File: config.mk
export PLATFORM = sky130hd
export DESIGN_NAME = usb_host_tx
export DESIGN_NICKNAME = d
export VERILOG_FILES = /design/src/rtl/usb_host_pkg.sv /design/src/rtl/usb_host_tx_nrzi.sv /design/src/rtl/usb_host_tx.sv
export SDC_FILE = /design/constraint.sdc
export NUM_CORES = 1
export LEC_CHECK = 0
export ABC_AREA = 1
export CAP_MARGIN = 20
export CORE_MARGIN = 5
export CORE_UTILIZATION = 37
export DETAILED_ROUTE_END_ITERATION = 8
export GPL_TIMING_DRIVEN = 0
export RECOVER_POWER = 100
export SETUP_SLACK_MARGIN = 0.2
export SLEW_MARGIN = 10
export SYNTH_ARGS = -nofsm -noshare
export SYNTH_HDL_FRONTEND = slang
export SYNTH_SLANG_ARGS = --single-unit
File: constraint.sdc
create_clock -name clk48 -period 1.85 [get_ports clk48]
set_clock_uncertainty 0.1 [all_clocks]
set_input_delay 0.37 -clock clk48 [delete_from_list [all_inputs] [get_ports clk48]]
set_output_delay 0.37 -clock clk48 [all_outputs]
set_load 0.02 [all_outputs]
File: src/rtl/usb_host_pkg.sv
// Shared types and constants for the host-side USB full-speed transmitter.
package usb_host_pkg;

    typedef enum logic [2:0] {IDLE, SYNC, DATA, EOP_SE0, EOP_J} tx_state_t;

    typedef struct packed {
        logic d_p;
        logic d_n;
    } line_t;

    localparam line_t      LINE_J      = '{d_p: 1'b1, d_n: 1'b0};
    localparam line_t      LINE_K      = '{d_p: 1'b0, d_n: 1'b1};
    localparam line_t      LINE_SE0    = '{d_p: 1'b0, d_n: 1'b0};
    localparam logic [7:0] SYNC_BYTE   = 8'h80;
    localparam int         STUFF_LIMIT = 6;

endpackage

File: src/rtl/usb_host_tx_nrzi.sv
// NRZI line encoder with bit-stuff tracking; updates the line once per bit strobe.
module usb_host_tx_nrzi
    import usb_host_pkg::*;
(
    input  logic clk48,
    input  logic reset,
    input  logic strobe,
    input  logic bit_en,
    input  logic bit_val,
    input  logic stuff_req,
    input  logic se0,
    output logic d_p,
    output logic d_n,
    output logic stuff_pending
);

    logic [2:0] ones;
    logic       lvl_j;
    line_t      line_q;

    // With no request asserted the line is driven to J and the encoder re-arms from J.
    always_ff @(posedge clk48) begin
        if (reset) begin
            ones   <= 3'd0;
            lvl_j  <= 1'b1;
            line_q <= LINE_J;
        end else if (strobe) begin
            if (se0) begin
                line_q <= LINE_SE0;
                ones   <= 3'd0;
            end else if (stuff_req || (bit_en && !bit_val)) begin
                lvl_j  <= !lvl_j;
                line_q <= lvl_j ? LINE_K : LINE_J;
                ones   <= 3'd0;
            end else if (bit_en) begin
                line_q <= lvl_j ? LINE_J : LINE_K;
                ones   <= ones + 3'd1;
            end else begin
                lvl_j  <= 1'b1;
                line_q <= LINE_J;
                ones   <= 3'd0;
            end
        end
    end

    assign d_p           = line_q.d_p;
    assign d_n           = line_q.d_n;
    assign stuff_pending = (ones == 3'(STUFF_LIMIT));

endmodule

File: src/rtl/usb_host_tx.sv
// Host-side USB full-speed packet transmitter: SYNC, NRZI/bit-stuffed bytes, EOP.
module usb_host_tx
    import usb_host_pkg::*;
#(
    parameter int CLKS_PER_BIT = 4
) (
    input  logic       clk48,
    input  logic       reset,
    input  logic [7:0] i_data,
    input  logic       i_last,
    input  logic       i_valid,
    output logic       o_ready,
    output logic       usb_d_p,
    output logic       usb_d_n,
    output logic       usb_tx_en,
    output logic       o_busy,
    output logic       o_err
);

    localparam int CW = $clog2(CLKS_PER_BIT);

    logic [CW-1:0] cnt;
    logic          tick;
    tx_state_t     state;
    logic [7:0]    hold;
    logic          hold_last;
    logic [7:0]    sreg;
    logic [2:0]    bcnt;
    logic          cur_last;
    logic          discard;
    logic          stuff_pending;
    logic          bit_en, bit_val, stuff_req, se0;
    logic          at_boundary, underrun;

    assign tick        = (cnt == CW'(CLKS_PER_BIT - 1));
    assign at_boundary = (state == SYNC || state == DATA) && bcnt == 3'd0 && !stuff_pending;
    assign underrun    = tick && at_boundary && !cur_last && o_ready;

    // Symbol to put on the line at the coming strobe; o_ready low means hold is full.
    always_comb begin
        bit_en    = 1'b0;
        bit_val   = 1'b0;
        stuff_req = 1'b0;
        se0       = 1'b0;
        case (state)
            IDLE: begin
                bit_en  = !o_ready;
                bit_val = SYNC_BYTE[0];
            end
            SYNC, DATA: begin
                if (stuff_pending) begin
                    stuff_req = 1'b1;
                end else if (bcnt != 3'd0) begin
                    bit_en  = 1'b1;
                    bit_val = sreg[0];
                end else if (!cur_last && !o_ready) begin
                    bit_en  = 1'b1;
                    bit_val = hold[0];
                end else begin
                    se0 = 1'b1;
                end
            end
            EOP_SE0: se0 = 1'b1;
            default: ;
        endcase
    end

    always_ff @(posedge clk48) begin
        if (reset) begin
            cnt       <= '0;
            state     <= IDLE;
            hold      <= 8'd0;
            hold_last <= 1'b0;
            sreg      <= 8'd0;
            bcnt      <= 3'd0;
            cur_last  <= 1'b0;
            discard   <= 1'b0;
            o_ready   <= 1'b1;
            usb_tx_en <= 1'b0;
            o_busy    <= 1'b0;
            o_err     <= 1'b0;
        end else begin
            cnt   <= tick ? '0 : cnt + CW'(1);
            o_err <= 1'b0;
            if (tick) begin
                case (state)
                    IDLE: begin
                        usb_tx_en <= !o_ready;
                        if (!o_ready) begin
                            state    <= SYNC;
                            o_busy   <= 1'b1;
                            sreg     <= SYNC_BYTE >> 1;
                            bcnt     <= 3'd7;
                            cur_last <= 1'b0;
                        end
                    end
                    SYNC, DATA: begin
                        if (!stuff_pending) begin
                            if (bcnt != 3'd0) begin
                                sreg <= sreg >> 1;
                                bcnt <= bcnt - 3'd1;
                            end else if (cur_last) begin
                                state <= EOP_SE0;
                            end else if (!o_ready) begin
                                sreg     <= hold >> 1;
                                bcnt     <= 3'd7;
                                cur_last <= hold_last;
                                o_ready  <= 1'b1;
                                state    <= DATA;
                            end else begin
                                o_err   <= 1'b1;
                                discard <= 1'b1;
                                state   <= EOP_SE0;
                            end
                        end
                    end
                    EOP_SE0: state <= EOP_J;
                    default: begin
                        state  <= IDLE;
                        o_busy <= 1'b0;
                    end
                endcase
            end
            // Placed after the FSM so a last byte arriving on the underrun cycle ends discard.
            if (i_valid && o_ready) begin
                if (discard || underrun) begin
                    if (i_last) discard <= 1'b0;
                end else begin
                    hold      <= i_data;
                    hold_last <= i_last;
                    o_ready   <= 1'b0;
                end
            end
        end
    end

    usb_host_tx_nrzi u_nrzi (
        .clk48        (clk48),
        .reset        (reset),
        .strobe       (tick),
        .bit_en       (bit_en),
        .bit_val      (bit_val),
        .stuff_req    (stuff_req),
        .se0          (se0),
        .d_p          (usb_d_p),
        .d_n          (usb_d_n),
        .stuff_pending(stuff_pending)
    );

endmodule

# Word level (Yosys, flattened, before mapping)

Cells that the tools add are included.

Bits in registers: 37
Output and inout port bits: 6
Input port bits: 12
Word-level logic and storage cells: 133

Bitwise gates (word level): 5
Eq/ne operators: 11
$add $sub $neg: 3
Multiplexer cells: 66
Reductions and logical operators: 32

Operators with widths:

| operator                                      | count |
|---|---|
| 2-to-1 mux 8 bit                              | 5 |
| 2-to-1 mux 1 bit                              | 39 |
| 2-to-1 mux 3 bit                              | 10 |
| case mux 8 bit (2 select lines)               | 1 |
| 2-to-1 mux 2 bit                              | 5 |
| case mux 3 bit (3 select lines)               | 1 |
| logical AND 1 bit                             | 8 |
| inequality test 2 bit, second input constant  | 4 |
| case mux 1 bit (2 select lines)               | 4 |
| AND reduction 4 bit                           | 2 |
| == test 3 x 2 -> 1 bit, second input constant | 2 |
| zero test 3 bit                               | 2 |
| inequality test 3 bit, second input constant  | 2 |
| case mux 3 bit (2 select lines)               | 1 |
| AND reduction 3 bit                           | 2 |
| AND reduction 6 bit                           | 1 |
| OR reduction 6 bit                            | 1 |
| zero test 1 bit                               | 5 |
| NOT 1 bit                                     | 5 |
| AND reduction 5 bit                           | 1 |
| AND reduction 2 bit                           | 2 |
| OR reduction 2 bit                            | 2 |
| adder 3 x 1 -> 3 bit, second input constant   | 1 |
| == test 3 x 1 -> 1 bit, second input constant | 1 |
| other kinds (8)                               | 10 |

# Logic depth before layout (Yosys ltp)

Gate-level depths: netlist (run 1).

Depth in word-level cells: 11
Gate-level depth with buffers: 12
Gate-level depth less buffers: 12

# Hierarchy

A second synthesis (run 1) with hierarchy kept.

Cell total of the unflattened synthesis: 281
Area total of the unflattened synthesis: 1938.1 µm²

By module, submodules not included:

| module           | times used | sequential area each (µm²) | area an instance (µm²) | cells an instance |
|---|---|---|---|---|
| usb_host_tx      | 1          | 600.6                      | 1620.3                 | 238 |
| usb_host_tx_nrzi | 1          | 120.1                      | 317.8                  | 43 |

# Worst setup path after synthesis (run 1)

Ideal clock, no wire load.

Kind: register to register
Start: register bcnt[0]
End: register sreg[1]
Clock period less this slack: 1.630 ns
Buffers on the path: 1
Arrival: 1.466 ns
Stages on the path, launching flop included: 12
Data required time: 1.686 ns
Path slack: 0.220 ns
Library setup time: 0.064 ns
Path through: dfxtp_1 -> inv_1 -> ha_1 -> inv_1 -> nor2_4 -> nand3_1 -> nand2_1 -> a21oi_4 -> and2_4 -> buf_6 -> nor2_1 -> nor2_1

Word-level cells in the longest chain between the ends: 4
Elaborated cells between the ends (all ways): 7
Those cells by class: eq/ne (2); mux (3); reduce/logical (2)

RTL lines:

| what                            | RTL line           | text |
|---|---|---|
| from (decl)                     | usb_host_tx.sv:28  | `logic [2:0] bcnt;` |
| from (signal assigned)          | usb_host_tx.sv:101 | `bcnt <= bcnt - 3'd1;` |
| nonzero test 3 bit (*)          | usb_host_tx.sv:99  | `if (bcnt != 3'd0) begin` |
| 2-to-1 mux 8 bit                | usb_host_tx.sv:99  |  |
| 2-to-1 mux 8 bit                | usb_host_tx.sv:98  | `if (!stuff_pending) begin` |
| case mux 8 bit (2 select lines) | usb_host_tx.sv:86  | `case (state)` |
| to (signal assigned)            | usb_host_tx.sv:92  | `sreg <= SYNC_BYTE >> 1;` |
| to (signal assigned)            | usb_host_tx.sv:100 | `sreg <= sreg >> 1;` |
| to (signal assigned)            | usb_host_tx.sv:105 | `sreg <= hold >> 1;` |
| to (decl)                       | usb_host_tx.sv:27  | `logic [7:0] sreg;` |

Every way passes the cells marked *; elsewhere a longest branch is shown, timed or not. The select of a mux whose other input is x is not followed.
A chain may end at the register's enable or synchronous reset.

==> results of run 1 <==
## through the flow
stage          utilization  instances  instance area [um^2]
2_1_floorplan            -        303                  1990
3_3_place_gp         0.435        390                  2250
3_5_place_dp         0.435        390                  2250
4_1_cts              0.482        409                  2490
5_1_grt              0.510        417                  2640
6_report             0.510        417                  2640
## cells in the final DEF (no fill, tap or decap), types with 4 or more instances in the layout
cell / Yosys / final
a21oi_1: 15 / 12
inv_2: 3 / 7
nand4_1: 17 / 17
inv_1: 46 / 41
a21oi_2: 1 / 4
dlygate4sd2_1: 0 / 6
clkbuf_8: 0 / 6
dfxtp_1: 36 / 33
nand3_1: 26 / 23
nand2_1: 72 / 63
nand2_2: 2 / 8
buf_4: 0 / 16
buf_6: 2 / 6
o21ai_1: 1 / 4
clkbuf_1: 4 / 4
clkdlybuf4s50_1: 0 / 10
nor2_1: 37 / 36
nand2_4: 1 / 4
o21ai_0: 16 / 12
## worst max-delay path: stages
cell	delay, ns
dlygate4sd3_1	0.55
inv_1	0.15
clkbuf_1	0.43
o21ai_0	0.21
a21oi_2	0.13
## final cells by class
cell class | count | area (um^2) | area share
clock buffers | 6 | 82.6 | 0.0313
plain buffers | 11 | 82.6 | 0.0313
flip-flops and latches | 36 | 724 | 0.274
clock inverters | 2 | 10.0 | 0.00379
repair buffers | 35 | 305 | 0.116
multi-input cells | 207 | 1160 | 0.438
inverters | 50 | 191 | 0.0725
well taps | 70 | 87.6 | 0.0332
## synthesized netlist by cell type
| cell type | instances |
|---|---|
| nor3_2 | 1 |
| clkbuf_1 | 4 |
| nand4_1 | 17 |
| inv_1 | 46 |
| a21oi_1 | 15 |
| inv_2 | 3 |
| a21oi_4 | 1 |
| buf_2 | 5 |
| o21ai_1 | 1 |
| and2_1 | 1 |
| o21ai_0 | 16 |
| ha_1 | 5 |
| buf_6 | 2 |
| clkinv_1 | 1 |
| nor2_2 | 2 |
| nand2_1 | 72 |
| nand2_4 | 1 |
| and2_4 | 1 |
| nor2_1 | 37 |
| o21bai_1 | 1 |
| xnor2_1 | 1 |
| nor3_1 | 1 |
| nand3_1 | 26 |
| dfxtp_1 | 36 |
| a21oi_2 | 1 |
| nand2_2 | 2 |
| nor2_4 | 3 |
| nand3_2 | 1 |
## kinds of logic (layout without fill, tap and decap cells)
group                      Yosys count  after routing  synth area share
xor gates and xnor gates             1              1           0.00440
and+or+nand+nor                    165            166             0.380
buffers and inverters               61            104             0.126
AOI/OAI and AO/OA                   35             35            0.0968
adders and majority gates            5              5            0.0314
DFF                                 36             36             0.362
## what timing repair did
item	CTS	global route
pin swaps	8	13
hold buffers	0	0
setup endpoints to repair	36	33
setup buffers	9	8
gates resized for setup	29	39
gates cloned	2	0
## state kept, by name, summed over array words and instances (netlist names)
signal and cells:
discard 1, u_nrzi.ones 3, bcnt 3, state 3, u_nrzi.d_n 1, sreg 7, usb_tx_en 1, hold_last 1
o_busy 1, u_nrzi.d_p 1, cur_last 1, o_err 1, cnt 2, u_nrzi.lvl_j 1, hold 8, o_ready 1
## power groups by stage
stage	Combinational [mW]	Clock (mW)	Sequential [mW]
final	0.373	0.578	0.841
after global routing	0.421	0.628	0.846
after CTS	0.335	0.604	0.841
after detailed placement	0.307	0	0.858
after global placement	0.304	0	0.857
after floorplan	0.215	0	0.858
## final timing paths
| check | start | end | slack (ns) | cells after the start |
|---|---|---|---|---|
| setup / recovery | reset | discard | 0.13 | 5 |
| hold / removal | cnt[0] | cnt[0] | 0.33 | 1 |
| setup reg to reg | bcnt[1] | bcnt[0] | 0.19 | 12 |
| hold reg to reg | cnt[0] | cnt[0] | 0.33 | 1 |
## per-layer routing
metal	vias to the layer above	share of wire	track usage
met5	-	0	0
met4	0	0.016	0.0565
met3	7	0.023	0.0267
met2	33	0.47	0.228
met1	908	0.49	0.196
li1	1049	-	-
==> run_results.csv, run 1 <==
group,metric,value,unit
yosys,synth-seq-area-share,0.362,
global_route,grt_pass1_vias,1814,
status,outcome,"finished clean",
yosys,postSynthCellCount,303,
sta,fin_crit_sh,0.932,
sta,worstMarginPinSlew,0.511,ns
yosys,ys_seq_elements,36,
critical_path,critPathLaunchType,"input port",
yosys,yosys.area.top_type,"dfxtp_1",
floorplan,initial_utilization,0.385,
critical_path,required,1.98,ns
floorplan,io_pins,18,
critical_path,path_max_fanout,10,
final_layout,fill_cells,526,
place,place_ws,-0.0260,ns
critical_path,arrival,1.85,ns
pwr,power_frac_clock,0.322,
route,drt_wl_total,4.89,mm
pwr,seq_power_share,0.469,
global_route,grt_first_pass_wirelength,8.36,mm
route,via_per_inst,4.79,
floorplan,core_area,5170,um^2
global_route,grt_max_degree,12,
pwr,p_int,1.27,mW
sta,fmax,580,MHz
yosys,synth_nets,320,
sta,setup_viol,0,
sta,hold_violations,0,
clocking,clkTransAtPathRegs,0.08,ns
sta,timing.hold.ws,0.331,ns
final_layout,drive_above_1_share,0.225,
critical_path,critical_path.endpoint_type,"register",
sta,rsz0062_at_grt,"true",
yosys,synth_cell_types,28,
yosys,synthDominantCellAreaShare,0.362,
min_path,hold_class,"register to register",
clocking,clk_path_buf_depth,2,
yosys,yosysWarnings,0,
route,drc,0,
global_route,grt_overflow,0,
floorplan,placementRows,26,
clocking,tritoncts,"built",
route,wl_per_cell,11.7,um
clocking,cts_made_buffers,5,
pwr,leakage,1.23,nW
final_layout,nets,363,
pwr,p_per_area,679,nW/um^2
sta,slew_headroom,0.660,
yosys,ys_top_cells_by_area,"dfxtp_1 36%, nand2_1 14%, inv_1 8.7%, nor2_1 7.0%, nand3_1 6.5%",
pwr,peakVddDrop,0.388,mV
pwr,p_total,1.79,mW
route,vias,1997,
place,io_buffer_count,17,
floorplan,die_w,83.4,um
global_route,antenna_found_initial,0,
pwr,pwr-share-comb,0.208,
clocking,htreeDepth,2,
sta,tns,0,ns
critical_path,path_class,"input port to register",
sta,worst_slack,0.126,ns
sta,drv_slew,0,
clocking,clock_sinks,36,
route,drtPass1Iterations,4,
floorplan,die_area,6950,um^2
yosys,synth_area,1990,um^2
yosys,avgSynthCellArea,6.57,um^2
floorplan,die_y,83.4,um
global_route,grtUsageTotal,0.145,
pwr,switching_share,0.290,
pwr,power.net_switching,0.519,mW
route,ant_nets,0,
flow_run,cap_violations,0,
clocking,cts_root_buf,"clkbuf_8",
final_layout,syn_to_final_growth,32.6,%
route,dr.first_iter.drc_count,141,
final_layout,antenna_cells,0,
clocking,insertion_delay,0.29,ns
sta,fin_crit,1.72,ns
place,gp_congestion,0.892,
place,place_hpwl,3.37,mm
(Power assumes the default switching activity.)
==> inputs of run 2 (changes only) <==
ABC_AREA = default   (was 1)
CORE_UTILIZATION = 24   (was 37)
==> run 2 against run 1 <==
  * Routed wire length down 11%
  * Synthesized cell count down 35%
  * Highest routed layer unchanged
  * Count of clock-buffer cells in the layout unchanged
  * Worst hold slack worse by 0.0012 ns
  * Largest cell class unchanged
  * Critical endpoint is now u_nrzi.lvl_j
  * Setup slack worse by 0.12 ns
==> run_results.csv, run 2 <==
group,metric,value,unit
sta,setup_viol,0,
critical_path,path_cells,"inv_2 > ha_2 > and2_4 > buf_8 > buf_4 > or3_4 > a311o_1",
final_layout,largest_register,"hold",
final_layout,layout.area.seq,729,um^2
clocking,clkTransAtPathRegs,0.07,ns
yosys,synth_nets,213,
yosys,ys_top_cells_by_area,"dfxtp_1 41%, mux2i_1 9.0%, nor2_1 6.3%, nand2_1 3.6%, ha_1 3.5%",
floorplan,initial_utilization,0.246,
pwr,power.net_switching,0.453,mW
flow_run,cap_violations,0,
yosys,yosysMostFrequentCell,"dfxtp_1",
global_route,antenna_found_initial,0,
final_layout,largest_reg_flops,8,
sta,hold_violations,0,
critical_path,rr_startpoint,"u_nrzi.ones[0]",
critical_path,critical_path.endpoint_type,"register",
final_layout,most-common-layout-cells,"29 x nor2_1, 29 x dfxtp_1, 18 x buf_4",
global_route,grtUsageTotal,0.0926,
sta,drv_slew,0,
route,drt_wl_total,4.35,mm
sta,worstMarginPinSlew,0.536,ns
pwr,leakage,0.912,nW
final_layout,fill_cells,775,
route,vias,1531,
yosys,avgSynthCellArea,9.06,um^2
clocking,cts_root_buf,"clkbuf_8",
critical_path,critPathLaunchType,"register",
final_layout,top_regs,"hold (8), sreg (7)",
route,ant_nets,0,
pwr,p_total,1.69,mW
floorplan,die_area,9220,um^2
global_route,grt_overflow,0,
floorplan,core_area,7210,um^2
global_route,grt_pass1_vias,1373,
floorplan,die_w,96.0,um
final_layout,nets,254,
route,via_per_inst,4.54,
final_layout,multi_input_area,1080,um^2
yosys,async_flop_share,0,
pwr,peakVddDrop,0.438,mV
yosys,postSynthCellCount,196,
min_path,hold_class,"register to register",
pwr,pwr-share-comb,0.172,
clocking,insertion_delay,0.29,ns
route,drtPass1Iterations,4,
place,gp_congestion,0.884,
place,place_hpwl,2.85,mm
yosys,yosys.area.top_type,"dfxtp_1",
clocking,clk_path_buf_depth,2,
critical_path,regToRegEndpoint,"u_nrzi.lvl_j",
yosys,synthDominantCellAreaShare,0.406,
critical_path,path_max_fanout,7,
global_route,grt_max_degree,12,
route,dr.first_iter.drc_count,101,
min_path,hold-path-endpoint,"cnt[0]",
yosys,yosysWarnings,0,
final_layout,antenna_cells,0,
critical_path,path_class,"register to register",
sta,rsz0062_at_grt,"true",
final_layout,syn_to_final_growth,39.7,%
critical_path,critPathSlowestCell,"or3_4",
global_route,grt_first_pass_wirelength,6.53,mm
place,io_buffer_count,16,
sta,fin_crit_sh,0.996,
sta,fin_crit,1.84,ns
pwr,p_int,1.24,mW
clocking,cts_made_buffers,5,
sta,tns,0,ns
yosys,synth_cell_types,52,
sta,worst_slack,0.00721,ns
yosys,ys_seq_elements,36,
sta,slew_headroom,0.643,
critical_path,reg2reg_depth,7,
critical_path,arrival,1.92,ns
yosys,synth_ff_type,"dfxtp_1",
clocking,clock_sinks,36,
final_layout,drive_above_1_share,0.328,
critical_path,r2r_slack,0.007,ns
route,wl_per_cell,12.9,um
clocking,tritoncts,"built",
place,place_ws,-0.292,ns
yosys,synth_edf_count,0,
clocking,htreeDepth,2,
floorplan,placementRows,31,
floorplan,io_pins,18,
pwr,seq_power_share,0.488,
pwr,p_per_area,682,nW/um^2
min_path,min-delay-start,"cnt[0]",
critical_path,critical-path-max-stage-delay,0.38,ns
sta,fmax,543,MHz
status,outcome,"finished clean",
yosys,synth_commonest_cells,"36 x dfxtp_1, 30 x nor2_1, 17 x nand2_1, 16 x mux2i_1, 11 x a21oi_1",
min_path,hold_depth,1,
floorplan,die_y,96.0,um
yosys,synth_area,1780,um^2
critical_path,required,1.92,ns
pwr,power_frac_clock,0.340,
yosys,synth-seq-area-share,0.406,
route,drc,0,
pwr,switching_share,0.268,
clocking,hold_buffers,0,
-- run 2: cell count changes after synthesis, moves of 4 or more --
cell      change
nor2_1        -7
nand2_1      -55
o21ai_0      -14
a311oi_1      +4
nand3_1      -23
nand4_1      -17
a21oi_1       -4
inv_1        -39
mux2i_1      +16
a211oi_1      +4
-- run 2: worst max path at each step --
| stage | cells past startpoint | to | start |
|---|---|---|---|
| finish | 7 | u_nrzi.lvl_j | u_nrzi.ones[0] |
| global route | 9 | hold_last | u_nrzi.ones[0] |
| CTS | 9 | hold[1] | u_nrzi.ones[0] |
| detailed placement | 9 | hold[2] | u_nrzi.ones[0] |
| global placement | 9 | hold[6] | u_nrzi.ones[0] |
| floorplan | 9 | hold[0] | u_nrzi.ones[0] |
-- run 2: layout make-up --
class,count,area share
clock inverters,2,0.00403
plain buffers,15,0.0544
repair buffers,34,0.118
clock buffers,6,0.0333
inverters,7,0.0106
well taps,99,0.0499
multi-input cells,138,0.436
flip-flops and latches,36,0.294
-- run 2: timing repair --
action | CTS | global route
buffers inserted | 9 | 7
gates cloned | 1 | 1
pin swaps | 7 | 12
endpoints found under the hold margin | 0 | 0
resized for setup | 31 | 12
endpoints found under the setup margin | 37 | 31
-- run 2: cell families after synthesis --
kind of cell	count (synthesis)	synth area share
AOI/OAI and AO/OA	44	0.188
muxes	17	0.0965
adders and majority gates	5	0.0352
and+or+nand+nor	70	0.196
DFF	36	0.406
xor gates and xnor gates	2	0.0141
buffers and inverters	22	0.0648
-- run 2: layer usage --
layer  global-route usage  vias to the layer above  part of all wire  wire, um
li1                     -                      780                 -         -
met1                0.117                      718              0.47      2060
met2                0.152                       26              0.48      2100
met3               0.0164                        7             0.024       106
met4               0.0427                        0             0.020        88
met5                    0                        -                 0         0
-- run 2: power by group through the flow --
stage               combinational [mW]  clock (mW)  sequential (mW)
floorplan                        0.169           0            0.844
global placement                 0.247           0            0.841
detailed placement               0.249           0            0.842
CTS                              0.272       0.604            0.826
global route                     0.313       0.631            0.829
finish                           0.291       0.576            0.826
-- run 2: worst max-delay path: cells and delay by family, from the launching register on --
kind / cells / cell delay, ns
AOI/OAI and AO/OA: 1 / 0.32
and+or+nand+nor: 2 / 0.51
DFF: 1 / 0.33
buffers and inverters: 3 / 0.31
adders and majority gates: 1 / 0.16
-- run 2: stage by stage --
step / instances / area, um^2 / hold WS [ns] / util
detailed placement: 311 / 2120 / 0.322 / 0.294
finish: 337 / 2480 / 0.330 / 0.344
global route: 337 / 2480 / 0.355 / 0.344
global placement: 311 / 2120 / 0.316 / 0.294
CTS: 329 / 2380 / 0.333 / 0.330
floorplan: 196 / 1840 / 0.304 / -
==> inputs of run 3 (changes only) <==
SLEW_MARGIN = default   (was 10)
==> results of run 3 <==
Same layout as run 2: the final DEF is identical, and so are final timing and power.
